<file path="config.mk">
export PLATFORM = sky130hd
export DESIGN_NAME = mem_stage
export DESIGN_NICKNAME = d
export VERILOG_FILES = /design/src/rtl/mem_stage.sv
export SDC_FILE = /design/constraint.sdc
export NUM_CORES = 2
export LEC_CHECK = 0
export ABC_AREA = 0
export BUFFER_PORTS_ARGS = -buffer_cell sky130_fd_sc_hd__buf_2
export CAP_MARGIN = 20
export CORE_MARGIN = 2
export CORE_UTILIZATION = 59
export CTS_CLUSTER_DIAMETER = 40
export DETAILED_ROUTE_END_ITERATION = 6
export HOLD_SLACK_MARGIN = 0.1
export PLACE_DENSITY = 0.74
export RECOVER_POWER = 100
export SKIP_LAST_GASP = 1
export SYNTH_ARGS = -nofsm -noshare
export SYNTH_HDL_FRONTEND = slang
export SYNTH_SLANG_ARGS = --single-unit
</file>
<file path="constraint.sdc">
create_clock -name clk_i -period 3 [get_ports clk_i]
set_input_delay 0.3 -clock clk_i [delete_from_list [all_inputs] [get_ports clk_i]]
set_output_delay 0.3 -clock clk_i [all_outputs]
set_load 0.005 [all_outputs]
</file>
<file path="src/rtl/mem_stage.sv">
// Memory-access stage: word-organised data memory, taken-branch resolution
// for fetch, illegal-access detection with a sticky flag, and the MEM/WB
// pipeline register feeding write-back.
module mem_stage #(
  parameter int DEPTH_WORDS = 128
) (
  input  logic        clk_i,
  input  logic        rst_n,
  input  logic [4:0]  decoder_i,
  input  logic [31:0] branch_target_i,
  input  logic        zero_i,
  input  logic [31:0] alu_result_i,
  input  logic [31:0] write_data_i,
  input  logic [4:0]  write_reg_i,
  input  logic        stall_i,
  output logic        pc_src_o,
  output logic [31:0] branch_target_o,
  output logic        reg_write_o,
  output logic        mem_to_reg_o,
  output logic [31:0] read_data_o,
  output logic [31:0] alu_result_o,
  output logic [4:0]  write_reg_o,
  output logic        access_err_o
);

  localparam int AW = $clog2(DEPTH_WORDS);

  // Decoder field positions.
  localparam int D_REG_WRITE  = 4;
  localparam int D_MEM_TO_REG = 3;
  localparam int D_BRANCH     = 2;
  localparam int D_MEM_READ   = 1;
  localparam int D_MEM_WRITE  = 0;

  logic [31:0]   mem [DEPTH_WORDS];

  logic [AW-1:0] word_idx;
  logic          misaligned;
  logic          out_of_range;
  logic          mem_access;
  logic          illegal;
  logic          mem_we;
  logic [31:0]   rd_word;
  logic [31:0]   load_data;

  // MEM/WB pipeline register fields.
  logic          reg_write_p1;
  logic          mem_to_reg_p1;
  logic [31:0]   read_data_p1;
  logic [31:0]   alu_result_p1;
  logic [4:0]    write_reg_p1;
  logic          access_err_p1;

  // ---- Stage p0: address decode, branch resolution, asynchronous read ----

  // Addresses above the memory are flagged rather than aliased onto it.
  always_comb begin
    word_idx     = alu_result_i[AW+1:2];
    misaligned   = |alu_result_i[1:0];
    out_of_range = |alu_result_i[31:AW+2];
    mem_access   = decoder_i[D_MEM_READ] | decoder_i[D_MEM_WRITE];
    illegal      = mem_access & (misaligned | out_of_range);
    // A low rst_n at the edge must also cancel an in-flight store.
    mem_we       = decoder_i[D_MEM_WRITE] & ~illegal & ~stall_i & rst_n;
    rd_word      = mem[word_idx];
    load_data    = (decoder_i[D_MEM_READ] & ~illegal) ? rd_word : 32'h0;
  end

  // Branch decision goes straight to fetch; a stall does not gate it.
  assign pc_src_o        = decoder_i[D_BRANCH] & zero_i;
  assign branch_target_o = branch_target_i;

  // Data memory write port; contents are deliberately left out of reset.
  always_ff @(posedge clk_i) begin
    if (mem_we) begin
      mem[word_idx] <= write_data_i;
    end
  end

  // ---- Stage p1: MEM/WB register ----

  // Capture the instruction's write-back fields unless the pipe is stalled.
  always_ff @(posedge clk_i or negedge rst_n) begin
    if (!rst_n) begin
      reg_write_p1  <= 1'b0;
      mem_to_reg_p1 <= 1'b0;
      read_data_p1  <= 32'h0;
      alu_result_p1 <= 32'h0;
      write_reg_p1  <= 5'd0;
    end else if (!stall_i) begin
      reg_write_p1  <= decoder_i[D_REG_WRITE];
      mem_to_reg_p1 <= decoder_i[D_MEM_TO_REG];
      read_data_p1  <= load_data;
      alu_result_p1 <= alu_result_i;
      write_reg_p1  <= write_reg_i;
    end
  end

  // Sticky error flag: set by any non-stalled illegal access, cleared only by reset.
  always_ff @(posedge clk_i or negedge rst_n) begin
    if (!rst_n) begin
      access_err_p1 <= 1'b0;
    end else if (illegal && !stall_i) begin
      access_err_p1 <= 1'b1;
    end
  end

  assign reg_write_o  = reg_write_p1;
  assign mem_to_reg_o = mem_to_reg_p1;
  assign read_data_o  = read_data_p1;
  assign alu_result_o = alu_result_p1;
  assign write_reg_o  = write_reg_p1;
  assign access_err_o = access_err_p1;

endmodule

</file>
==> key figures <==
Timing
  – Max-slew violations: 2,379
  – Tightest Pin Transition: 2947 ps
  – Final setup skew: 102.5 ps
  – Final hold viol count: 0
  – Final min period: 3173 ps
  – Setup ws final: -173.0 ps
  – # setup viols final: 155
  – Final Cycle Share: 105.8%
  – RSZ-0062 raised after global routing: no
  – F_max: 0.3152 GHz
  – Setup tns final: -7962 ps
  – Slew headroom: -96.49%

Job
  – Max_cap viols: 42

Cells and area
  – Layout cells sized above 1: 29.59%
  – Most frequent cells in the layout: 4,096 x edfxtp_1, 926 x buf_4, 479 x clkbuf_16
  – Final Non-Filler Cells: 14,060
  – Fin area: 194,700 sq um
  – Nets: 10,130
  – Most common cell after layout, fill and taps aside: edfxtp_1
  – Layout area overhead: 20.63%

Detailed routing
  – Number of routed nets with antenna violations: 0
  – Vias/cell: 7.248
  – Pre-antenna DRT Iters: 7
  – Detailed Route Iter0 Violations: 19,920
  – DR WL/cell: 41.40 um
  – Vias: 101,900
  – Drt drc: 10
  – Routed WL: 582,100 um

Synth
  – Multiplexer share of the synthesized area: 10.60%
  – Net Count, Synth: 8,498
  – Post-Synth Adder-Cell Area: 0%
  – #FFs+latches synth: 4,168
  – Register area share after synthesis: 77.31%
  – Library cells used by synthesis: 99
  – Largest family of logic cells by synthesized area: multiplexers
  – Ys flop type: edfxtp_1
  – Simple-gate portion of the synthesized area: 2.205%
  – Number of synthesized flops with an enable pin: 4,096
  – Synth async-reset ratio: 1.727%
  – Post-synthesis compound-gate area fraction: 7.189%
  – Syn Area/Cell: 19.25 sq um
  – Synth Warn #: 0
  – Xor/xnor cell area share of the yosys netlist: 0%
  – Synthesized cell area: 161,400 sq um
  – Synthesized instance count: 8,388

Critical path
  – Crit path max fanout: 18
  – CP startpoint kind: input port
  – Worst Reg-to-Reg Cells: 8
  – CP endpoint kind: flip-flop
  – RR Startpoint: mem[124][1]$_DFFE_PP_
  – Req. time, crit path: 3860 ps
  – WP data arrival: 4030 ps
  – Worst R2R Setup Slack: -10 ps
  – Worst R2R End: read_data_o[1]$_DFFE_PN0N_
  – Crit Path Class: input port to flip-flop

Floorplan
  – Die Area: 277,800 sq um
  – Die H: 527.1 um
  – Core area: 272,900 sq um
  – Standard-cell rows: 192
  – Num ports: 215
  – Die width: 527.1 um
  – Starting Density: 59.15%

Global routing
  – GRT Total Usage: 41.50%
  – Initial antenna violation count: 60
  – Vias in the first global route: 98,700
  – First-pass GRT wire length: 790,300 um
  – Largest net degree at the start of global routing: 129
  – Total grt overflow: 0

Clock tree
  – Post-CTS Setup Repair Bufs: 0
  – Clock root buffer: clkbuf_16
  – Clk slew on worst S/H paths: 60 ps
  – Depth of the CTS H-tree: 5
  – Worst skew pair latency: 1050 ps
  – Total CTS buffers: 478
  – Clock buffer depth: 4
  – TritonCTS clock tree: built
  – CTS Sinks: 4,168

Worst hold path
  – Hold Path End: write_reg_o[0]$_DFFE_PN0N_
  – Hold_sp: write_reg_i[0]
  – Hold path depth: 3
  – Hold Crit Class: input port to flip-flop

Placed design
  – Placed cells: 13,010
  – Placer Congestion: 1.019
  – Post-DP Area: 179,700 sq um
  – # port buffers: 150
  – HPWL after detailed placement: 367,100 um

Outcome
  – Outcome: finished, violations left
  – Violated checks: DRC, capacitance limit, slew limit, setup timing

Pwr
  – Power Density: 684.8 nW/um^2
  – Leak: 64.72 nW
  – IR drop worst, VDD: 0.6820 mV
## kinds of logic (layout without fill, tap and decap cells)
logic type,count (synthesis),in the layout
flops,4168,4168
compound gates,1677,1677
mux,1102,1102
simple gates,841,841
buf+inv,600,2648
other cells,0,37
## report_power, final
group	total (mW)	switching, mW	internal (mW)
Sequential	64.1	0.0347	64.0
Combinational	8.54	5.67	2.86
Clock	60.7	24.8	35.9
## worst max-delay path: stages
cell           delay (ps)
dlygate4sd3_1         530
buf_4                 350
clkbuf_1             1420
nand2_1               570
nand4_1               310
a21oi_1               100
buf_4                 170
a221oi_1              230
## cells in the mapped netlist, types with 13 or more instances
cell	n	share of area, %
o22a_1	20	0.11
o31ai_1	19	0.088
buf_1	18	0.042
buf_6	90	0.63
mux4_1	25	0.41
buf_2	162	0.50
a31oi_1	27	0.10
nor2_1	359	0.83
a22oi_1	59	0.27
edfxtp_1	4096	76
a32oi_1	16	0.087
o2111ai_1	13	0.071
a32o_1	19	0.12
a21oi_1	262	0.81
nor3_1	20	0.062
o22ai_1	425	1.6
a22o_1	16	0.087
buf_12	22	0.27
and3_1	14	0.054
dfrtp_1	72	1.1
mux4_2	419	5.8
a2111oi_0	15	0.081
mux2_2	336	2.3
a2bb2oi_1	25	0.14
o21ai_0	238	0.74
nor4_1	14	0.054
o221ai_1	270	1.5
a211oi_1	65	0.30
clkbuf_1	118	0.27
buf_4	145	0.67
clkbuf_8	19	0.16
nand2_1	320	0.74
nand3_1	36	0.11
a221oi_1	50	0.27
o211ai_1	34	0.16
mux2i_1	319	2.0
a221o_1	18	0.11
nor2b_1	18	0.070
## state kept, by name, summed over array words and instances, names as in the netlist
| signal | count |
|---|---|
| write_reg_o | 5 |
| reg_write_o | 1 |
| mem | 4096 |
| mem_to_reg_o | 1 |
| access_err_o | 1 |
| read_data_o | 32 |
| alu_result_o | 32 |
## per-layer routing
metal  track usage (%)  share of wire (%)  routed length (um)
met5           0.03463              0.046                 265
met4             29.92                9.7               56510
met2             59.92                 42              247300
met3             14.81                 17               98040
met1             52.31                 31              180000
## area by class of cell
type,instances,area [sq um]
well taps,3589,4491
fillers,15700,78160
multi-input cells,3620,32800
clock buffers,558,12340
clock inverters,341,4257
inverters,12,65.06
diodes,37,92.59
flip-flops and latches,4168,124800
repair buffers,1737,15890
## timing repair
item | CTS | global route
hold endpoints to repair | 2266 | 0
hold buffers | 111 | 0
endpoints found under the setup margin | 0 | 4
gates resized for setup | 0 | 4
## worst max-delay path by stage
stage / slack (ps) / cells past startpoint / endpoint / start
4_1_cts: 40 / 9 / read_data_o[26]$_DFFE_PN0N_ / mem[120][26]$_DFFE_PP_
6_report: -170 / 8 / read_data_o[5]$_DFFE_PN0N_ / stall_i
3_5_place_dp: -930 / 11 / read_data_o[26]$_DFFE_PN0N_ / alu_result_i[4]
5_1_grt: 10 / 12 / mem[64][18]$_DFFE_PP_ / alu_result_i[11]
3_3_place_gp: -2400 / 12 / read_data_o[28]$_DFFE_PN0N_ / alu_result_i[2]
2_1_floorplan: -450 / 7 / mem[124][0]$_DFFE_PP_ / alu_result_i[2]
## metrics by stage
step	util, %	hold slack [ps]	worst slack [ps]	total power [mW]
2_1_floorplan	-	4.409	-451.3	68.46
3_3_place_gp	65.84	378.3	-2398	73.06
3_5_place_dp	65.85	386.0	-933.1	73.21
4_1_cts	72.33	107.1	40.14	132.7
5_1_grt	71.33	156.4	13.74	135.3
6_report	71.36	128.0	-173.0	133.3
(Power assumes the default switching activity.)
